--- config.mk ---
export PLATFORM = sky130hd
export DESIGN_NAME = fft_reorder
export DESIGN_NICKNAME = d
export VERILOG_FILES = /design/src/rtl/fft_pkg.sv /design/src/rtl/fft_reorder_ram.sv /design/src/rtl/fft_reorder.sv
export SDC_FILE = /design/constraint.sdc
export NUM_CORES = 1
export LEC_CHECK = 0
export CORE_MARGIN = 1.5
export CORE_UTILIZATION = 62
export DETAILED_ROUTE_END_ITERATION = 10
export DONT_BUFFER_PORTS = 1
export PLACE_DENSITY_LB_ADDON = 0.15
export SYNTH_ARGS = -nofsm -noshare
export SYNTH_HDL_FRONTEND = slang
export SYNTH_HIERARCHICAL = 1
export SYNTH_SLANG_ARGS = --single-unit
--- constraint.sdc ---
create_clock -name clk -period 2.9 [get_ports clk]
set_input_delay 0.58 -clock clk [delete_from_list [all_inputs] [get_ports clk]]
set_output_delay 0.58 -clock clk [all_outputs]
set_load 0.02 [all_outputs]
--- src/rtl/fft_pkg.sv ---
// Shared FFT definitions: default frame geometry and the bit-reversal mapping
// used by the stage chain, the reorder buffer and the benches.
package fft_pkg;

   localparam int CBW_DEFAULT = 3;
   localparam int N           = 1 << CBW_DEFAULT;
   localparam int MAX_CBW     = 16;

   // Reverses the low cbw bits of idx; bits above cbw come back as zero.
   function automatic logic [MAX_CBW-1:0] bitrev(input logic [MAX_CBW-1:0] idx,
                                                  input int cbw);
      logic [MAX_CBW-1:0] r;
      r = '0;
      for (int i = 0; i < cbw; i++) begin
         r[i] = idx[cbw-1-i];
      end
      return r;
   endfunction

endpackage

--- src/rtl/fft_reorder_ram.sv ---
// Simple dual-port frame store: one write port, one read port with a registered
// output that is cleared by reset and held while no read is issued.
module reorder_ram #(
   parameter int DW = 8,
   parameter int AW = 4
) (
   input  logic          clk,
   input  logic          rst_n,
   input  logic          we_i,
   input  logic [AW-1:0] waddr_i,
   input  logic [DW-1:0] wdata_i,
   input  logic          re_i,
   input  logic [AW-1:0] raddr_i,
   output logic [DW-1:0] rdata_o
);

   logic [DW-1:0] mem_q [0:(1<<AW)-1];
   logic [DW-1:0] rdata_q;

   // Array has no reset so it can map onto distributed or block RAM.
   always_ff @(posedge clk) begin
      if (we_i) begin
         mem_q[waddr_i] <= wdata_i;
      end
   end

   always_ff @(posedge clk or negedge rst_n) begin
      if (!rst_n) begin
         rdata_q <= '0;
      end else if (re_i) begin
         rdata_q <= mem_q[raddr_i];
      end
   end

   assign rdata_o = rdata_q;

endmodule

--- src/rtl/fft_reorder.sv ---
// Ping-pong reorder buffer: frames arrive in bit-reversed bin order and are
// re-emitted in natural order, one bank filling while the other drains.
module fft_reorder
   import fft_pkg::*;
#(
   parameter int DBW = 4,
   parameter int CBW = 3
) (
   input  logic             clk,
   input  logic             rst_n,
   input  logic             din_valid,
   input  logic             din_sync,
   input  logic [2*DBW-1:0] din,
   output logic             dout_valid,
   output logic             dout_last,
   output logic [2*DBW-1:0] dout
);

   localparam int              NPTS     = 1 << CBW;
   localparam int              DW       = 2 * DBW;
   localparam logic [CBW-1:0]  LAST_IDX = CBW'(NPTS - 1);

   logic [CBW-1:0]     wr_cnt_q, wr_cnt_d;
   logic               wr_bank_q, wr_bank_d;
   logic [CBW-1:0]     rd_cnt_q, rd_cnt_d;
   logic               rd_bank_q, rd_bank_d;
   logic               rd_active_q, rd_active_d;
   logic               dout_valid_q, dout_valid_d;
   logic               dout_last_q, dout_last_d;

   logic [CBW-1:0]     wr_idx;
   logic [MAX_CBW-1:0] rev_full;
   logic [CBW-1:0]     wr_addr_idx;
   logic               frame_done;

   // A sync sample restarts the frame at index 0 in the same bank, silently
   // dropping whatever partial frame was there.
   always_comb begin
      wr_idx      = din_sync ? '0 : wr_cnt_q;
      rev_full    = bitrev(MAX_CBW'(wr_idx), CBW);
      wr_addr_idx = rev_full[CBW-1:0];
      frame_done  = din_valid && (wr_idx == LAST_IDX);
   end

   always_comb begin
      wr_cnt_d     = wr_cnt_q;
      wr_bank_d    = wr_bank_q;
      rd_cnt_d     = rd_cnt_q;
      rd_bank_d    = rd_bank_q;
      rd_active_d  = rd_active_q;
      dout_valid_d = rd_active_q;
      dout_last_d  = rd_active_q && (rd_cnt_q == LAST_IDX);

      if (din_valid) begin
         wr_cnt_d = wr_idx + 1'b1;
      end

      if (rd_active_q) begin
         rd_cnt_d = rd_cnt_q + 1'b1;
         if (rd_cnt_q == LAST_IDX) begin
            rd_active_d = 1'b0;
         end
      end

      // A completed frame wins over the end of the previous drain, which is
      // what keeps back-to-back frames gap-free at the output.
      if (frame_done) begin
         wr_bank_d   = ~wr_bank_q;
         rd_bank_d   = wr_bank_q;
         rd_active_d = 1'b1;
         rd_cnt_d    = '0;
      end
   end

   always_ff @(posedge clk or negedge rst_n) begin
      if (!rst_n) begin
         wr_cnt_q     <= '0;
         wr_bank_q    <= 1'b0;
         rd_cnt_q     <= '0;
         rd_bank_q    <= 1'b0;
         rd_active_q  <= 1'b0;
         dout_valid_q <= 1'b0;
         dout_last_q  <= 1'b0;
      end else begin
         wr_cnt_q     <= wr_cnt_d;
         wr_bank_q    <= wr_bank_d;
         rd_cnt_q     <= rd_cnt_d;
         rd_bank_q    <= rd_bank_d;
         rd_active_q  <= rd_active_d;
         dout_valid_q <= dout_valid_d;
         dout_last_q  <= dout_last_d;
      end
   end

   reorder_ram #(
      .DW (DW),
      .AW (CBW + 1)
   ) u_ram (
      .clk     (clk),
      .rst_n   (rst_n),
      .we_i    (din_valid),
      .waddr_i ({wr_bank_q, wr_addr_idx}),
      .wdata_i (din),
      .re_i    (rd_active_q),
      .raddr_i ({rd_bank_q, rd_cnt_q}),
      .rdata_o (dout)
   );

   assign dout_valid = dout_valid_q;
   assign dout_last  = dout_last_q;

endmodule

==> qor.tcl, run 1 <==
set qor(critical_path.reg2reg.startpoint) {wr_cnt_q[0]}
set qor(p_total_mw) 5.63
set qor(post_place_cells) 383
set qor(post_synth_main_area_contributors) {edfxtp_1, mux4_2, dfrtp_1, mux4_1, a221oi_2}
set qor(whs_ns) 0.163
set qor(post_synth.cell_area_avg_um2) 21.1
set qor(dominantRegCellSynth) {edfxtp_1}
set qor(setup-violations-final) 0
set qor(cell_internal_pwr_mw) 4.09
set qor(layout-drive-gt1-share) 0.264
set qor(final.fill_count) 555
set qor(rsz0062_at_grt) {false}
set qor(io_buffer_count) 0
set qor(syn_to_final_growth_pct) 10.5
set qor(clk-insertion-delay-late_ns) 0.51
set qor(initialDrtViolationCount) 268
set qor(async_reset_ff_frac) 0.129
set qor(fin_tns_setup_ns) 0
set qor(cts_max_path_buffers) 2
set qor(crit_arrival_ns) 2.23
set qor(horizontal_die_dimension_um) 99.8
set qor(clock_power_share) 0.337
set qor(grt_pass1_vias) 2723
set qor(r2r-end) {u_ram/mem_q[3][5]}
set qor(static-leakage-power_nw) 2.15
set qor(power.share.sequential) 0.465
set qor(vias_per_cell) 6.50
set qor(num_antenna_cells) 0
set qor(worst-r2r-setup-slack_ns) 0.80
set qor(placement.cell_area_um2) 5900
set qor(setup.worst_path.class) {reg2reg}
set qor(final.setup_skew_ns) 0.00932
set qor(placer_congestion) 0.804
set qor(synth_edf_count) 128
set qor(comb_power_share) 0.199
set qor(seq_area_frac_synth) 0.743
set qor(worst_hold_path.num_cells) 1
set qor(synthCells) 275
set qor(hp-start) {din_valid}
set qor(yosysMostFrequentCell) {edfxtp_1}
set qor(setup.worst_path.start_class) {flop}
set qor(routed-via-count) 2693
set qor(routed_wire_per_std_cell_um) 26.4
set qor(largest_net_degree_at_the_start_of_global_routing) 35
set qor(power.net_switching_mw) 1.53
set qor(ioPinCount) 22
set qor(cts_made_buffers) 17
set qor(grt_antenna_before_repair) 0
set qor(std_cell_rows) 35
set qor(slew_headroom) 0.456
set qor(post_route_cell_area_um2) 6420
set qor(final_min_period_over_clock_period) 0.723
set qor(synth_nets) 291
set qor(cts_max_level) 4
set qor(power_switching_share) 0.273
set qor(maxClockFrequency_mhz) 477
set qor(starting_density) 0.635
set qor(worstHoldPathType) {in2reg}
set qor(run_status) {completed}
set qor(end_kind) {flop}
set qor(worstPathMaxFanout) 8
set qor(ys_seq_elements) 147
set qor(cts_tree) {yes}
set qor(synth.largest_area_cell) {edfxtp_1}
set qor(worst_hold_path.endpoint) {wr_cnt_q[0]}
set qor(stdcell_count) 414
set qor(timing.final.max_slew_violations) 0
set qor(cts_root_buffer) {clkbuf_8}
set qor(detail_route.first_pass.iterations) 5
set qor(synth_top_cells_by_count) {edfxtp_1, mux4_2, nor2_1}
set qor(cts.clk_slew.worst_paths_ns) 0.06
set qor(post-route-drc-count) 0
set qor(tightest_slew_ns) 0.813
set qor(max_cap_check_violation_count) 0
set qor(postRouteAntennaNets) 0
set qor(peak_per_stage_delay_on_the_critical_path_ns) 0.61
set qor(layout.nets) 308
set qor(post-cts-setup-buffers) 0
set qor(critPathSlowestCell) {nor2_1}
set qor(period_minus_slack_ns) 2.10
set qor(design.core.area_um2) 9150
set qor(tritoncts_num_sinks) 147
set qor(grt_pass1_wl_mm) 16.7
set qor(design.die.area_um2) 9960
set qor(wl_mm) 10.9
set qor(globalRouteOverflowTotal) 0
set qor(estimated_wirelength_of_the_detail_placed_design_mm) 6.68
set qor(worst-endpoint-required_ns) 3.03
set qor(timing.critical_path.cells) {nor2b_1 > or3b_2 > nor2_1}
set qor(power_density_nw_per_um2) 876
set qor(gr-usage-all-layers) 0.244
set qor(timing.final.hold_violations) 0
set qor(synth_area_um2) 5810
set qor(peakVddDrop_mv) 0.483
set qor(ys.warnings.count) 6
set qor(synth_top_area_share) 0.661
set qor(ys_types) 31
set qor(die-height_um) 99.8
set qor(reg2reg_depth) 3
## power groups by stage
stage	logic, mW	registers [mW]	clock network [mW]
5_1_grt	1.21	2.63	2.01
4_1_cts	1.13	2.62	1.92
3_3_place_gp	1.10	2.65	0
6_report	1.12	2.62	1.89
3_5_place_dp	1.11	2.66	0
2_1_floorplan	0.971	2.64	0
## placed cells by master, fill, tap and decap left out, types with 4 or more instances in the layout
cell and instances:
edfxtp_1 128, mux2i_1 10, clkinv_2 5, mux4_1 6, mux4_2 26, ha_1 4
nor2_1 21, buf_4 12, a221oi_2 8, o22ai_1 7, a21oi_1 4, dfrtp_1 19
nor3_1 4, clkbuf_16 16
## through the flow
stage,worst slack [ns],util
floorplan,0.752,-
global placement,0.764,0.645
detailed placement,0.692,0.645
CTS,0.834,0.702
global route,0.677,0.702
finish,0.802,0.702
## worst max-delay path, delay by kind of cell, from the launching register on
| kind | cells | cell delay [ns] |
|---|---|---|
| simple gates | 3 | 1.34 |
| flops | 1 | 0.38 |
## registers in the layout, summed over array words and instances, names as in the netlist
name	count
u_ram/mem_q	128
u_ram/rdata_o	8
rd_cnt_q	3
wr_cnt_q	3
dout_last	1
dout_valid	1
dout_valid_d	1
rd_bank_q	1
wr_bank_q	1
## routing by layer
layer	vias to the layer above	GRT usage	wire, um
met3	6	0.0543	608
met1	1418	0.372	4920
met2	100	0.361	5350
met4	0	0.0780	51
li1	1169	-	-
met5	-	0	0
## logic make-up after synthesis
kind of cell	Yosys count	synth area share
AOI/OAI and AO/OA	21	0.0347
xor gates and xnor gates	2	0.00301
DFF	147	0.743
buffers and inverters	16	0.0248
and+or+nand+nor	40	0.0342
muxes	45	0.152
adders and majority gates	4	0.00861
## layout make-up
| class | instances | area (um2) | share of cell area |
|---|---|---|---|
| well taps | 111 | 139 | 0.0216 |
| clock buffers | 19 | 422 | 0.0656 |
| clock inverters | 11 | 91.3 | 0.0142 |
| inverters | 1 | 3.75 | 0.000584 |
| flip-flops and latches | 147 | 4320 | 0.672 |
| repair buffers | 13 | 100 | 0.0156 |
| multi-input cells | 112 | 1350 | 0.210 |
## how the worst max path moves through the flow
| stage | startpoint | end | slack [ns] |
|---|---|---|---|
| 6_report | wr_cnt_q[0] | u_ram/mem_q[3][5] | 0.80 |
| 3_5_place_dp | din_sync | u_ram/mem_q[3][4] | 0.69 |
| 3_3_place_gp | din_sync | u_ram/mem_q[10][3] | 0.76 |
| 5_1_grt | wr_cnt_q[1] | u_ram/mem_q[14][3] | 0.68 |
| 4_1_cts | wr_cnt_q[0] | u_ram/mem_q[3][5] | 0.83 |
| 2_1_floorplan | din_sync | u_ram/mem_q[0][0] | 0.75 |
## repair_timing
item | 4_1_cts | 5_1_grt
hold buffers | 1 | 0
endpoints found under the hold margin | 19 | 0
resized for setup | 0 | 0
(Power assumes the default switching activity.)
==> run 2: changes to the inputs <==
Clock period 2.9 ns to 2 ns, I/O delays scaled along.
==> run 2 against run 1 <==
  * Highest routed layer unchanged
  * Combinational power rose by 55%
  * Clock power rose by 58%
  * Maximum frequency increased by 12%
  * Setup slack worse by 0.67 ns
  * Routed wire length grew 0.53%
  * Clock skew decreased by 0.0064 ns
  * Total power is 52% higher
  * Non-clock buffer count is 27 higher
==> qor.tcl, run 2 (same netlist as run 1, synthesis figures left out) <==
set qor(cts.clk_slew.worst_paths_ns) 0.06 ;# about the same
set qor(run_status) {completed}
set qor(timing.final.hold_violations) 0 ;# unchanged
set qor(peak_per_stage_delay_on_the_critical_path_ns) 0.48 ;# -0.13 ns
set qor(setup.worst_path.class) {reg2reg}
set qor(largest-register) {u_ram/mem_q}
set qor(cts_tree) {yes}
set qor(gr-usage-all-layers) 0.248 ;# +0.00433
set qor(power_density_nw_per_um2) 1270 ;# +45%
set qor(std_cell_rows) 35 ;# unchanged
set qor(postRouteAntennaNets) 0 ;# unchanged
set qor(initialDrtViolationCount) 274 ;# +2.2%
set qor(final.fill_count) 510 ;# -8.1%
set qor(routed_wire_per_std_cell_um) 25.0 ;# -5.4%
set qor(worstHoldPathType) {in2reg}
set qor(cts_max_level) 4 ;# unchanged
set qor(largest_reg_flops) 128 ;# unchanged
set qor(io_buffer_count) 0 ;# unchanged
set qor(estimated_wirelength_of_the_detail_placed_design_mm) 7.17 ;# +7.3%
set qor(setup.worst_path.start_class) {flop}
set qor(post-cts-setup-buffers) 0 ;# unchanged
set qor(worstPathMaxFanout) 6 ;# -2
set qor(max_cap_check_violation_count) 0 ;# unchanged
set qor(detail_route.first_pass.iterations) 4 ;# -1
set qor(horizontal_die_dimension_um) 99.8 ;# unchanged
set qor(cts_resized) 0 ;# unchanged
set qor(fin_tns_setup_ns) 0 ;# unchanged
set qor(peakVddDrop_mv) 0.800 ;# +66%
set qor(slew_headroom) 0.379 ;# -0.0776
set qor(largest_net_degree_at_the_start_of_global_routing) 23 ;# -34%
set qor(grt_antenna_before_repair) 0 ;# unchanged
set qor(cts_root_buffer) {clkbuf_8}
set qor(critical_path.top_delay_family) {simple AND/OR/NAND/NOR gates}
set qor(syn_to_final_growth_pct) 15.7
set qor(timing.final.max_slew_violations) 0 ;# unchanged
set qor(final_min_period_over_clock_period) 0.935 ;# +0.212
set qor(design.die.area_um2) 9960 ;# unchanged
set qor(post-route-drc-count) 0 ;# unchanged
set qor(layout.nets) 335 ;# +8.8%
set qor(vias_per_cell) 6.31 ;# -3.0%
set qor(design.core.area_um2) 9150 ;# unchanged
set qor(static-leakage-power_nw) 2.31 ;# +7.4%
set qor(starting_density) 0.635 ;# unchanged
set qor(die-height_um) 99.8 ;# unchanged
set qor(ioPinCount) 22 ;# unchanged
set qor(placer_congestion) 0.919 ;# +14%
set qor(rsz0062_at_grt) {false}
set qor(period_minus_slack_ns) 1.87 ;# -0.228 ns
set qor(grt_pass1_wl_mm) 17.1 ;# +2.4%
set qor(routed-via-count) 2775 ;# +3.0%
set qor(cts_made_buffers) 17 ;# unchanged
set qor(grt_pass1_vias) 2893 ;# +6.2%
set qor(timing.critical_path.cells) {nor2b_1 > nand3b_1 > nor3_1 > buf_4}
set qor(tightest_slew_ns) 0.929 ;# +0.116 ns
set qor(end_kind) {flop}
set qor(setup-violations-final) 0 ;# unchanged
set qor(final.setup_skew_ns) 0.00297 ;# -0.00635 ns
set qor(final_common_cell) {edfxtp_1}
set qor(globalRouteOverflowTotal) 0 ;# unchanged
set qor(tritoncts_num_sinks) 147 ;# unchanged
set qor(wl_mm) 11.0 ;# +0.53%
set qor(num_antenna_cells) 0 ;# unchanged
set qor(worst-endpoint-required_ns) 2.23 ;# -0.80 ns
set qor(clk-insertion-delay-late_ns) 0.52 ;# about the same
set qor(layout.cells.most_common_list) {edfxtp_1, buf_4, mux4_2, nor2_1, dfrtp_1}
set qor(cts_max_path_buffers) 2 ;# unchanged
set qor(whs_ns) 0.0375 ;# -0.126 ns
set qor(critPathSlowestCell) {nor3_1}
set qor(layout-drive-gt1-share) 0.295 ;# +0.0308
set qor(maxClockFrequency_mhz) 535 ;# +12%
set qor(crit_arrival_ns) 2.10 ;# -0.13 ns
set qor(hold_buffers) 10 ;# +9
set qor(critical_path_buf_inv_count) 1 ;# +1
-- run 2: final cells by class --
cell class / count / area, um2 / share of cell area
clock buffers: 17 / 414 / 0.0616
clock inverters: 12 / 143 / 0.0212
inverters: 1 / 3.75 / 0.000558
multi-input cells: 112 / 1350 / 0.201
flip-flops and latches: 147 / 4320 / 0.642
well taps: 111 / 139 / 0.0207
repair buffers: 40 / 350 / 0.0521
-- run 2: stage by stage --
stage / util / worst slack (ns) / area, um2 / std cells / power, mW
6_report: 0.735 / 0.130 / 6720 / 440 / 8.56
5_1_grt: 0.735 / 0.0645 / 6720 / 440 / 8.88
4_1_cts: 0.735 / 0.159 / 6720 / 440 / 8.63
3_5_place_dp: 0.663 / 0.181 / 6070 / 401 / 5.56
3_3_place_gp: 0.663 / 0.187 / 6070 / 401 / 5.54
2_1_floorplan: - / 0.186 / 5820 / 275 / 5.24
-- run 2: report_power, final --
part / leakage (nW) / switching [mW] / total (mW) / internal [mW]
Clock: 0.265 / 1.13 / 2.99 / 1.86
Combinational: 0.659 / 0.885 / 1.74 / 0.854
Sequential: 1.39 / 0.272 / 3.83 / 3.56
Total: 2.31 / 2.29 / 8.56 / 6.27
-- run 2: path summary, 6_finish.rpt --
check,end,start,slack [ns],depth (start not counted)
max in group asynchronous,rd_bank_q,rst_n,0.96,1
setup reg to reg,u_ram/mem_q[8][6],wr_cnt_q[0],0.13,4
setup / recovery,u_ram/mem_q[8][6],wr_cnt_q[0],0.13,4
hold / removal,wr_cnt_q[2],din_valid,0.04,1
hold reg to reg,wr_cnt_q[2],wr_cnt_q[2],0.50,1
min in group asynchronous,wr_cnt_q[0],rst_n,0.47,1
-- run 2: worst reg2reg max path, delay by kind of cell, from the launching register on --
family        cells  cell delay (ns)
flops             1             0.37
buf+inv           1             0.26
simple gates      3             0.95
-- run 2: layer usage --
metal,wire (um),global-route usage,vias up
met5,0,0,-
met4,151,0.0834,0
met3,782,0.0738,15
met2,5360,0.383,96
met1,4690,0.348,1449
li1,-,-,1215
==> run 3: changes to the inputs <==
Settings changed: CORE_MARGIN 1.5 to 2, MAX_ROUTING_LAYER from default to met4, SYNTH_HIERARCHICAL 1 to default.
==> run 3 against run 2 <==
  * Area after synthesis shrank 0.22%
  * Global-route usage grew 1.1 points
  * Cell count grew 1.1%
  * Largest power group unchanged
  * Maximum frequency grew 6.3%
  * Sequential cell count is the same
  * Setup slack gained 0.11 ns
  * Total power grew 3.3%
==> qor.tcl, run 3 <==
set qor(worstHoldPathType) {in2reg}
set qor(vias_per_cell) 6.55 ;# +3.9%
set qor(detail_route.first_pass.iterations) 5 ;# +1
set qor(critPathLaunch) {rd_cnt_q[1]}
set qor(grt_antenna_before_repair) 0 ;# unchanged
set qor(static-leakage-power_nw) 2.31 ;# -0.17%
set qor(slew_headroom) 0.372 ;# -0.00627
set qor(cts.clk_slew.worst_paths_ns) 0.06 ;# about the same
set qor(rsz0062_at_grt) {false}
set qor(worst-endpoint-required_ns) 2.38 ;# +0.15 ns
set qor(largest_reg_flops) 128 ;# unchanged
set qor(cts_made_buffers) 17 ;# unchanged
set qor(hp-start) {din_sync}
set qor(final_min_period_over_clock_period) 0.880 ;# -0.0550
set qor(timing.final.max_slew_violations) 0 ;# unchanged
set qor(peakVddDrop_mv) 0.759 ;# -5.1%
set qor(io_buffer_count) 0 ;# unchanged
set qor(globalRouteOverflowTotal) 0 ;# unchanged
set qor(ys.warnings.count) 0 ;# -6
set qor(max_cap_check_violation_count) 0 ;# unchanged
set qor(routed-via-count) 2916 ;# +5.1%
set qor(post-route-drc-count) 0 ;# unchanged
set qor(horizontal_die_dimension_um) 101 ;# +0.90%
set qor(cts_tree) {yes}
set qor(post-cts-setup-buffers) 0 ;# unchanged
set qor(layout.cells.most_common_list) {edfxtp_1, nor2_1, dfrtp_1, buf_4, mux4_1}
set qor(layout-drive-gt1-share) 0.201 ;# -0.0942
set qor(initialDrtViolationCount) 184 ;# -33%
set qor(synth_top_area_share) 0.663 ;# +0.00143
set qor(final_common_cell) {edfxtp_1}
set qor(grt_pass1_wl_mm) 17.3 ;# +1.4%
set qor(largest-register) {u_ram.mem_q}
set qor(estimated_wirelength_of_the_detail_placed_design_mm) 7.20 ;# +0.46%
set qor(die-height_um) 101 ;# +0.90%
set qor(end_kind) {flop}
set qor(dominantRegCellSynth) {edfxtp_1}
set qor(worstPathMaxFanout) 21 ;# +15
set qor(ys_seq_elements) 147 ;# unchanged
set qor(fin_tns_setup_ns) 0 ;# unchanged
set qor(cts_max_level) 4 ;# unchanged
set qor(crit_arrival_ns) 2.14 ;# +0.04 ns
set qor(clk-insertion-delay-late_ns) 0.53 ;# about the same
set qor(postRouteAntennaNets) 0 ;# unchanged
set qor(ioPinCount) 22 ;# unchanged
set qor(maxClockFrequency_mhz) 568 ;# +6.3%
set qor(final.setup_skew_ns) 0.00568 ;# +0.00272 ns
set qor(synth_nets) 301 ;# +3.4%
set qor(post_synth.cell_area_avg_um2) 20.3 ;# -4.1%
set qor(run_status) {completed}
set qor(async_reset_ff_frac) 0.129 ;# unchanged
set qor(setup.worst_path.start_class) {flop}
set qor(starting_density) 0.634 ;# -0.00137
set qor(cts_root_buffer) {clkbuf_8}
set qor(seq_area_frac_synth) 0.745 ;# +0.00160
set qor(tightest_slew_ns) 0.938 ;# +0.00937 ns
set qor(critical_path.reg2reg.startpoint) {rd_cnt_q[1]}
set qor(timing.final.hold_violations) 0 ;# unchanged
set qor(ys_types) 28 ;# -9.7%
set qor(wl_mm) 11.7 ;# +6.7%
set qor(yosysMostFrequentCell) {edfxtp_1}
set qor(stdcell_count) 445 ;# +1.1%
set qor(synth_area_um2) 5800 ;# -0.22%
set qor(syn_to_final_growth_pct) 15.6 ;# about the same
set qor(power_density_nw_per_um2) 1320 ;# +3.6%
set qor(routed_wire_per_std_cell_um) 26.3 ;# +5.5%
set qor(synth.largest_area_cell) {edfxtp_1}
set qor(placer_congestion) 0.781 ;# -15%
set qor(period_minus_slack_ns) 1.76 ;# -0.110 ns
set qor(post_place_cells) 403 ;# +0.50%
set qor(design.die.area_um2) 10100 ;# +1.8%
set qor(num_antenna_cells) 0 ;# unchanged
set qor(largest_net_degree_at_the_start_of_global_routing) 22 ;# -4.3%
set qor(synthCells) 286 ;# +4.0%
set qor(setup-violations-final) 0 ;# unchanged
set qor(layout.nets) 337 ;# +0.60%
set qor(synth_top_cells_by_count) {edfxtp_1, nor2_1, dfrtp_1}
set qor(synth_edf_count) 128 ;# unchanged
set qor(cts_max_path_buffers) 2 ;# unchanged
set qor(setup.worst_path.class) {reg2reg}
set qor(tritoncts_num_sinks) 147 ;# unchanged
set qor(grt_pass1_vias) 2762 ;# -4.5%
set qor(std_cell_rows) 35 ;# unchanged
set qor(post_synth_main_area_contributors) {edfxtp_1, dfrtp_1, mux4_1, mux4_2, buf_6}
set qor(design.core.area_um2) 9150 ;# unchanged
set qor(gr-usage-all-layers) 0.259 ;# +0.0107
[run 3: changes by cell type after synthesis, moves of 5 or more]
cell      change
a221oi_1      +8
mux4_2       -11
mux4_1       +11
a221oi_2      -8
nor2_1        +6
nand2_1       +5
[run 3: final cells by class]
type | instances | area, um2
clock buffer | 18 | 418
clock inverter | 13 | 184
fill | 525 | 2450
inverter | 5 | 18.8
multi-input combinational | 118 | 1310
sequential | 147 | 4320
tap | 111 | 139
timing repair buffer | 33 | 313
[run 3: final timing paths]
check,cells after the start,slack [ns],to
max,4,0.24,u_ram.rdata_o[3]
min,2,0.02,wr_cnt_q[0]
max reg2reg,4,0.24,u_ram.rdata_o[3]
min reg2reg,1,0.56,wr_bank_q
max in group asynchronous,1,0.96,wr_bank_q
min in group asynchronous,1,0.47,dout_valid_d
[run 3: what timing repair did]
item | in CTS | in global routing
hold endpoints to repair | 153 | 0
resized for setup | 0 | 0
endpoints found under the setup margin | 0 | 0
hold buffers | 11 | 0
[run 3: cells by family after synthesis]
group | after synthesis | synth area share
mux | 43 | 0.154
buf+inv | 21 | 0.0291
simple gates | 46 | 0.0343
flops | 147 | 0.745
compound gates | 24 | 0.0278
xor+xnor | 2 | 0.00302
fa+ha+maj | 3 | 0.00647
[run 3: critical path, cell delays in order (launching register included)]
cell and delay [ns]:
dfrtp_1 0.42, buf_12 0.21, mux4_1 0.62, o22ai_1 0.21, a221oi_1 0.13
[run 3: report_power, final]
part / internal, mW / switching (mW)
clock: 2.02 / 1.19
sequential: 3.58 / 0.332
combinational: 0.845 / 0.872
total: 6.44 / 2.40
[run 3: through the flow]
| stage | hold WS (ns) | worst slack (ns) | util | total power [mW] | area (um2) |
|---|---|---|---|---|---|
| after global routing | 0.0183 | 0.183 | 0.732 | 9.16 | 6700 |
| after CTS | 0.0121 | 0.241 | 0.732 | 8.88 | 6700 |
| after floorplan | 0.104 | 0.144 | - | 5.22 | 5800 |
| after detailed placement | 0.105 | 0.270 | 0.655 | 5.60 | 5990 |
| final | 0.0212 | 0.240 | 0.732 | 8.84 | 6700 |
| after global placement | 0.105 | 0.261 | 0.655 | 5.57 | 5990 |
[run 3: routing by layer]
| metal | global-route usage | vias to the layer above | wire [um] |
|---|---|---|---|
| li1 | - | 1245 | - |
| met4 | 0.106 | 0 | 246 |
| met3 | 0.0763 | 25 | 920 |
| met2 | 0.363 | 139 | 5540 |
| met1 | 0.362 | 1507 | 5020 |
| met5 | - | - | 0 |
